==> config.mk <==
export PLATFORM = sky130hd
export DESIGN_NAME = cc_cond_unit_flat
export DESIGN_NICKNAME = d
export VERILOG_FILES = /design/src/rtl/cc_cond_unit_pkg.sv /design/src/rtl/cc_cond_unit_if.sv /design/src/rtl/cc_cond_unit_cond_eval.sv /design/src/rtl/cc_cond_unit.sv /design/src/flat_wrapper.sv
export SDC_FILE = /design/constraint.sdc
export NUM_CORES = 1
export LEC_CHECK = 0
export CAP_MARGIN = 0
export CORE_ASPECT_RATIO = 2
export CORE_MARGIN = 5
export CORE_UTILIZATION = 20
export DETAILED_ROUTE_END_ITERATION = 8
export PLACE_DENSITY = 0.85
export SYNTH_ARGS = -nofsm -noshare
export SYNTH_HDL_FRONTEND = slang
export SYNTH_SLANG_ARGS = --single-unit
==> constraint.sdc <==
create_clock -name clk -period 1.72 [get_ports clk]
set_input_delay 0.344 -clock clk [delete_from_list [all_inputs] [get_ports clk]]
set_output_delay 0.344 -clock clk [all_outputs]
set_load 0.01 [all_outputs]
==> src/rtl/cc_cond_unit_pkg.sv <==
// Shared Y86-64 encodings used by the Execute-stage condition-code logic.
package y86_pkg;

  localparam int unsigned WORD_W = 64;

  typedef struct packed {
    logic zf;
    logic sf;
    logic of;
  } cc_t;

  localparam cc_t CC_RESET = 3'b100;

  localparam logic [3:0] I_NOP    = 4'h1;
  localparam logic [3:0] I_RRMOVQ = 4'h2;
  localparam logic [3:0] I_CMOVXX = 4'h2;
  localparam logic [3:0] I_OPQ    = 4'h6;
  localparam logic [3:0] I_JXX    = 4'h7;

  localparam logic [3:0] A_ADD = 4'h0;
  localparam logic [3:0] A_SUB = 4'h1;
  localparam logic [3:0] A_AND = 4'h2;
  localparam logic [3:0] A_XOR = 4'h3;

  localparam logic [3:0] C_ALWAYS = 4'h0;
  localparam logic [3:0] C_LE     = 4'h1;
  localparam logic [3:0] C_L      = 4'h2;
  localparam logic [3:0] C_E      = 4'h3;
  localparam logic [3:0] C_NE     = 4'h4;
  localparam logic [3:0] C_GE     = 4'h5;
  localparam logic [3:0] C_G      = 4'h6;

  localparam logic [3:0] S_AOK = 4'h1;
  localparam logic [3:0] S_HLT = 4'h2;
  localparam logic [3:0] S_ADR = 4'h3;
  localparam logic [3:0] S_INS = 4'h4;

  localparam logic [3:0] RNONE = 4'hF;

endpackage

==> src/rtl/cc_cond_unit_if.sv <==
// Execute-stage bundle between the ALU/pipeline control and the condition-code unit.
interface cc_cond_unit_if #(parameter int unsigned WORD_W = 64);
  logic [3:0]        E_icode;
  logic [3:0]        E_ifun;
  logic [3:0]        E_dstE;
  logic [WORD_W-1:0] alu_sum;
  logic              alu_of;
  logic [3:0]        m_stat;
  logic [3:0]        W_stat;
  logic [2:0]        cc;
  logic              set_cc;
  logic              e_cnd;
  logic [3:0]        e_dstE;

  modport master (
    output E_icode, E_ifun, E_dstE, alu_sum, alu_of, m_stat, W_stat,
    input  cc, set_cc, e_cnd, e_dstE
  );

  modport slave (
    input  E_icode, E_ifun, E_dstE, alu_sum, alu_of, m_stat, W_stat,
    output cc, set_cc, e_cnd, e_dstE
  );
endinterface

==> src/rtl/cc_cond_unit_cond_eval.sv <==
// Pure combinational jXX/cmovXX condition decode from the stored flags.
import y86_pkg::*;

module cond_eval (
  input  logic [3:0] ifun_i,
  input  cc_t        cc_i,
  output logic       cnd_o
);

  logic lt_s;

  assign lt_s = cc_i.sf ^ cc_i.of;

  always_comb begin
    cnd_o = 1'b0;
    case (ifun_i)
      C_ALWAYS: cnd_o = 1'b1;
      C_LE:     cnd_o = lt_s | cc_i.zf;
      C_L:      cnd_o = lt_s;
      C_E:      cnd_o = cc_i.zf;
      C_NE:     cnd_o = ~cc_i.zf;
      C_GE:     cnd_o = ~lt_s;
      C_G:      cnd_o = ~lt_s & ~cc_i.zf;
      default:  cnd_o = 1'b0;
    endcase
  end

endmodule

==> src/rtl/cc_cond_unit.sv <==
// Architectural {ZF,SF,OF} register, its write gating, and cmov destination cancel.
import y86_pkg::*;

module cc_cond_unit #(
  parameter int unsigned WORD_W   = 64,
  parameter cc_t         CC_RESET = 3'b100
) (
  input logic            clk,
  input logic            reset,
  cc_cond_unit_if.slave  bus
);

  cc_t  cc_q;
  cc_t  cc_d;
  logic set_cc_s;
  logic cnd_raw_s;
  logic e_cnd_s;

  // Flags freeze while an older instruction in M or W is exceptional.
  assign set_cc_s = (bus.E_icode == I_OPQ) && (bus.m_stat == S_AOK) && (bus.W_stat == S_AOK);

  always_comb begin
    cc_d = cc_q;
    if (set_cc_s) begin
      case (bus.E_ifun)
        A_ADD, A_SUB: cc_d = '{zf: (bus.alu_sum == '0), sf: bus.alu_sum[WORD_W-1], of: bus.alu_of};
        A_AND, A_XOR: cc_d = '{zf: (bus.alu_sum == '0), sf: bus.alu_sum[WORD_W-1], of: 1'b0};
        default:      cc_d = cc_q;
      endcase
    end else begin
      cc_d = cc_q;
    end
  end

  always_ff @(posedge clk) begin
    if (reset) begin
      cc_q <= CC_RESET;
    end else begin
      cc_q <= cc_d;
    end
  end

  cond_eval u_cond_eval (
    .ifun_i (bus.E_ifun),
    .cc_i   (cc_q),
    .cnd_o  (cnd_raw_s)
  );

  // Conditions are evaluated from the registered flags, never the in-flight ALU result.
  assign e_cnd_s = ((bus.E_icode == I_JXX) || (bus.E_icode == I_CMOVXX)) ? cnd_raw_s : 1'b0;

  assign bus.cc     = cc_q;
  assign bus.set_cc = set_cc_s;
  assign bus.e_cnd  = e_cnd_s;
  assign bus.e_dstE = ((bus.E_icode == I_CMOVXX) && !e_cnd_s) ? RNONE : bus.E_dstE;

endmodule
==> src/flat_wrapper.sv <==
// flat-port wrapper written by rule: the top's interface ports become plain ports
module cc_cond_unit_flat 
#(
  parameter int unsigned WORD_W   = 64,
  parameter cc_t         CC_RESET = 3'b100
)
  (clk, reset, bus_E_icode, bus_E_ifun, bus_E_dstE, bus_alu_sum, bus_alu_of, bus_m_stat, bus_W_stat, bus_cc, bus_set_cc, bus_e_cnd, bus_e_dstE);
  cc_cond_unit_if #(.WORD_W(WORD_W)) bus_i ();
  input logic clk;
  input logic reset;
  input wire logic [$bits(bus_i.E_icode)-1:0] bus_E_icode;
  input wire logic [$bits(bus_i.E_ifun)-1:0] bus_E_ifun;
  input wire logic [$bits(bus_i.E_dstE)-1:0] bus_E_dstE;
  input wire logic [$bits(bus_i.alu_sum)-1:0] bus_alu_sum;
  input wire logic [$bits(bus_i.alu_of)-1:0] bus_alu_of;
  input wire logic [$bits(bus_i.m_stat)-1:0] bus_m_stat;
  input wire logic [$bits(bus_i.W_stat)-1:0] bus_W_stat;
  output wire logic [$bits(bus_i.cc)-1:0] bus_cc;
  output wire logic [$bits(bus_i.set_cc)-1:0] bus_set_cc;
  output wire logic [$bits(bus_i.e_cnd)-1:0] bus_e_cnd;
  output wire logic [$bits(bus_i.e_dstE)-1:0] bus_e_dstE;
  assign bus_i.E_icode = bus_E_icode;
  assign bus_i.E_ifun = bus_E_ifun;
  assign bus_i.E_dstE = bus_E_dstE;
  assign bus_i.alu_sum = bus_alu_sum;
  assign bus_i.alu_of = bus_alu_of;
  assign bus_i.m_stat = bus_m_stat;
  assign bus_i.W_stat = bus_W_stat;
  assign bus_cc = bus_i.cc;
  assign bus_set_cc = bus_i.set_cc;
  assign bus_e_cnd = bus_i.e_cnd;
  assign bus_e_dstE = bus_i.e_dstE;
  cc_cond_unit #(.WORD_W(WORD_W), .CC_RESET(CC_RESET)) u_core (.clk(clk), .reset(reset), .bus(bus_i));
endmodule
### Word level (Yosys, flattened, before mapping)

Index checks and enable logic that the tools add are counted.

* bitwise gates (word level): 5
* reductions and logical operators: 11
* equal/unequal tests: 11
* multiplexer cells: 4

Operators with widths (number)
* logical NOT 64 bit: 1
* equality test 4 x 3 -> 1 bit, second input constant: 5
* equality test 4 x 1 -> 1 bit, second input constant: 3
* equality test 4 x 2 -> 1 bit, second input constant: 3
* one-hot mux 1 bit (7 select lines): 1
* one-hot mux 3 bit (2 select lines): 1
* logical NOT 4 bit: 1
* two-way mux 4 bit: 1
* OR reduction 2 bit: 2
* logical AND 1 bit: 3
* NOT 1 bit: 2
* AND reduction 2 bit: 1
* nonzero test 2 bit: 1
* AND 1 bit: 1
* logical NOT 1 bit: 1
* logical OR 1 bit: 1
* two-way mux 1 bit: 1
* OR 1 bit: 1
* XOR 1 bit: 1

* output and inout port bits: 9
* bits in registers: 3
* input port bits: 87

### Logic depth before layout (Yosys ltp)

* depth after elaboration: 8
* gate-level depth with buffers: 5
* mapped depth without buffers: 5

### By module

Synthesis repeated with hierarchy kept, for this count alone.

* cells, all modules: 59
* area, all modules: 447.9 um^2

Modules (own cells, without submodules)
* cc_cond_unit: cells each 49, seq. area each 60.1 um^2, area an instance 366.6 um^2, instances 1
* cond_eval: cells each 10, seq. area each 0.0 um^2, area an instance 81.3 um^2, instances 1

### Worst setup path after synthesis

No wires, ideal clock.

* path type: register -> output
* from: reg u_core.cc_q (netlist bit u_core.bus.cc[0])
* to: out bus_e_dstE[0]
* stages on the path, launching flop included: 5
* path buffers: 0
* setup slack: 0.200 ns
* data arrival time: 1.176 ns
* data required time: 1.376 ns
* path through: dfxtp_1 xnor2_2 mux2_2 o21ai_2 a31oi_1

* longest elaborated chain between the ends: 8

RTL lines
* start, declared: line cc_cond_unit.sv:13 `cc_t cc_q;`
* start signal, assigned: line cc_cond_unit.sv:37 `cc_q <= CC_RESET;`
* start signal, assigned: line cc_cond_unit.sv:39 `cc_q <= cc_d;`
* XOR 1 bit *: line cc_cond_unit_cond_eval.sv:12 `assign lt_s = cc_i.sf ^ cc_i.of;`
* NOT 1 bit: line cc_cond_unit_cond_eval.sv:22, cc_cond_unit_cond_eval.sv:23
* AND 1 bit: line cc_cond_unit_cond_eval.sv:23 `C_G: cnd_o = ~lt_s & ~cc_i.zf;`
* one-hot mux 1 bit (7 select lines) *: line cc_cond_unit_cond_eval.sv:16 `case (ifun_i)`
* two-way mux 1 bit *: line cc_cond_unit.sv:50 `assign e_cnd_s = ((bus.E_icode == I_JXX) || (bus.E_icode == I_CMOVXX)) ? cnd_raw_s : 1'b0;`
* logical NOT 1 bit *: line cc_cond_unit.sv:55 `assign bus.e_dstE = ((bus.E_icode == I_CMOVXX) && !e_cnd_s) ? RNONE : bus.E_dstE;`
* logical AND 1 bit *: line cc_cond_unit.sv:55
* two-way mux 4 bit *: line cc_cond_unit.sv:55
* end, declared: line flat_wrapper.sv:21 `output wire logic [$bits(bus_i.e_dstE)-1:0] bus_e_dstE;`

Mark *: on every way between the ends. The rest lies on a longest branch, timed or not.

### Worst setup path after layout

* from: reg u_core.cc_q (netlist bit u_core.bus.cc[0])
* to: out bus_e_dstE[3]

Same word-level chain as after synthesis.

==> flow_summary.ini <==
[timing]
rsz0062_at_grt = true
holdWs_ns = 0.622
period_share_pct = 108
worst_pin_slew_ns = 0.324
finalSetupViolations = 5
slew_viol_final = 0
fmax_mhz = 541
layout_min_cycle_time_ns = 1.85
hold_viol = 0
fin_skew_ns = 0
slew_headroom_pct = 78.2
setup_slack_ns = -0.130

[synth]
synth.net_count = 163
ys_seq_area_share_pct = 11.3
synthMuxAreaShare_pct = 4.02
syn_avg_cell_area_um2 = 6.96
syn-instance-count = 76
synth-xor-area-share_pct = 4.73
ys_warn_count = 0
synth_compound_area_share_pct = 21.3
synth-simple-area-share_pct = 55.6
synth_fa_ha_area_share_pct = 0
syn_area_um2 = 529
ys_ff_latch = 3
synth_top_family_by_area = simple AND/OR/NAND/NOR gates
synthDistinctLibCells = 31

[final_layout]
syn_to_final_growth_pct = 230
layout-drive-gt1-share_pct = 24.6
most-common-layout-cells = clkdlybuf4s50_1, buf_4, nor4_1, nor2_1, dlygate4sd2_1
final_nets = 283
n_antenna_cell = 0
largest_register_ffs = 3
final_common_cell = clkdlybuf4s50_1

[cts]
htree_levels = 1
clk_pin_slew_ns = 0.03
cts_tree = yes
clock_path_buffers = 2
clock-sinks = 3
cts_buffers = 3
clk_latency_ns = 0.22
ctsRootBufferMaster = clkbuf_8
holdBufCountCts = 0

[drt]
ant_nets = 0
drtIter0Drc = 14
vias = 1147
drc_errors = 0
via_per_inst = 5.14
routed_wl_mm = 3.48
firstDrtPassIters = 6
routedWlPerCell_um = 15.6

[global_routing]
grt_pass1_wl_mm = 5.01
grt_pass1_vias = 1299
grt_max_degree = 9
grtUsageTotal_pct = 18.1
antenna_found_initial = 0
grt-ovfl-total = 0

[min_path]
hold_path_end = u_core.bus.cc[1]$_SDFFE_PP0P_
min_from = u_core.bus.cc[1]$_SDFFE_PP0P_
holdPathStages = 3
worstHoldPathType = flip-flop to flip-flop

[placed_design]
gp_congestion = 0.695
io_buffers = 95
hpwl_mm = 2.99

[power_and_ir_drop]
cellPowerDensity_nw_per_um2 = 333
leakage_nw = 0.690
peakVddDrop_mv = 0.209
power.total_mw = 0.581

[floorplanning]
initial_core_util_pct = 20.9
io_pins = 96
core_um2 = 2540
row_count = 26
dieHeight_um = 82.8
fp.dieW_um = 46.4
dieArea_um2 = 3840

[setup_path]
end_kind = output port
rrSetupSlack_ns = 0.81
required_ns = 1.38
crit_arrival_ns = 1.51
rr_endpoint = u_core.bus.cc[2]$_SDFFE_PP1P_
timing.rr.start = u_core.bus.cc[2]$_SDFFE_PP1P_
start_kind = flip-flop
path_max_fanout = 4
setup.worst_path.class = flip-flop to output port
ff2ff_path_depth = 2

[run_status]
failed_checks = negative setup slack
status = finished with violations

[job]
cap_violations = 0
[timing repair]
action / 4_1_cts / 5_1_grt
buffers inserted: 2 / 0
setup endpoints to repair: 7 / 7
gates cloned: 0 / 0
gates resized for setup: 39 / 8
pin swaps: 8 / 9
[report_power, final]
group / total (mW) / internal [mW] / switching, mW
combinational: 0.298 / 0.215 / 0.0826
clock: 0.213 / 0.159 / 0.0543
sequential: 0.0700 / 0.0700 / 0.00000592
total: 0.581 / 0.444 / 0.137
[per-stage QoR]
step | setup WS (ns) | TNS (ns) | util (%) | cell area, µm² | instances
final | -0.130 | -0.535 | 68.7 | 1740 | 223
after global routing | -0.229 | -1.04 | 68.7 | 1740 | 223
after CTS | -0.145 | -0.529 | 67.1 | 1700 | 223
after detailed placement | -0.692 | -4.12 | 65.2 | 1650 | 217
after global placement | -0.652 | -3.91 | 65.2 | 1650 | 217
after floorplan | 0.200 | 0 | - | 529 | 76
[per-layer routing]
metal / GRT usage, % / share of wire, % / vias to the layer above
met5: 0 / 0 / -
met4: 10.3 / 2.7 / 0
met3: 3.69 / 11 / 10
met2: 36.9 / 59 / 84
met1: 14.0 / 27 / 501
li1: - / - / 552
[worst max-delay path: stages, from the launching register on]
cell	delay (ns)
dfxtp_2	0.32
xnor2_2	0.18
buf_4	0.16
nand3_2	0.07
a31o_4	0.26
a31oi_1	0.13
buf_2	0.16
[cell usage after synthesis]
cell type,number,area [µm²]
nor4_1,17,106
nor2_1,13,48.8
nand4_1,5,31.3
a21oi_1,4,20.0
a31oi_1,4,25.0
dfxtp_1,3,60.1
o21ai_0,3,15.0
inv_1,2,7.51
nand3_1,2,10.0
nor3_1,2,10.0
a221o_1,1,10.0
a2bb2oi_1,1,8.76
a311oi_1,1,8.76
a31o_2,1,8.76
and3b_1,1,8.76
and4bb_1,1,12.5
clkbuf_1,1,3.75
clkinv_2,1,5.00
mux2_2,1,11.3
mux2i_1,1,10.0
nand2_1,1,3.75
nand2_2,1,6.26
nand2b_1,1,6.26
nand4_2,1,12.5
nor3b_2,1,12.5
nor3b_4,1,18.8
o21a_1,1,7.51
o21ai_2,1,8.76
or2_0,1,6.26
xnor2_2,1,16.3
xor2_1,1,8.76
[worst max-delay path by stage]
stage | endpoint | slack [ns] | startpoint
after floorplan | bus_e_dstE[0] | 0.20 | u_core.bus.cc[0]$_SDFFE_PP0P_
after global placement | bus_e_dstE[1] | -0.65 | bus_E_ifun[2]
after detailed placement | bus_e_dstE[2] | -0.69 | bus_E_ifun[2]
after CTS | bus_e_dstE[2] | -0.15 | u_core.bus.cc[1]$_SDFFE_PP0P_
after global routing | bus_e_dstE[3] | -0.23 | u_core.bus.cc[0]$_SDFFE_PP0P_
final | bus_e_dstE[3] | -0.13 | u_core.bus.cc[0]$_SDFFE_PP0P_
[layout make-up]
| type | instances | area [µm²] |
|---|---|---|
| multi-input cells | 69 | 508 |
| inverters | 3 | 12.5 |
| repair buffers | 116 | 1080 |
| well taps | 28 | 35.0 |
| clock buffers | 4 | 45.0 |
| fillers | 219 | 793 |
| flip-flops and latches | 3 | 63.8 |
[cell families (layout without fill, tap and decap cells)]
kind of cell | after synthesis | in the layout
simple gates | 48 | 48
buf+inv | 4 | 123
compound gates | 17 | 17
mux | 2 | 2
xor+xnor | 2 | 2
flops | 3 | 3
Note: power is estimated with default switching activity, not from simulation.
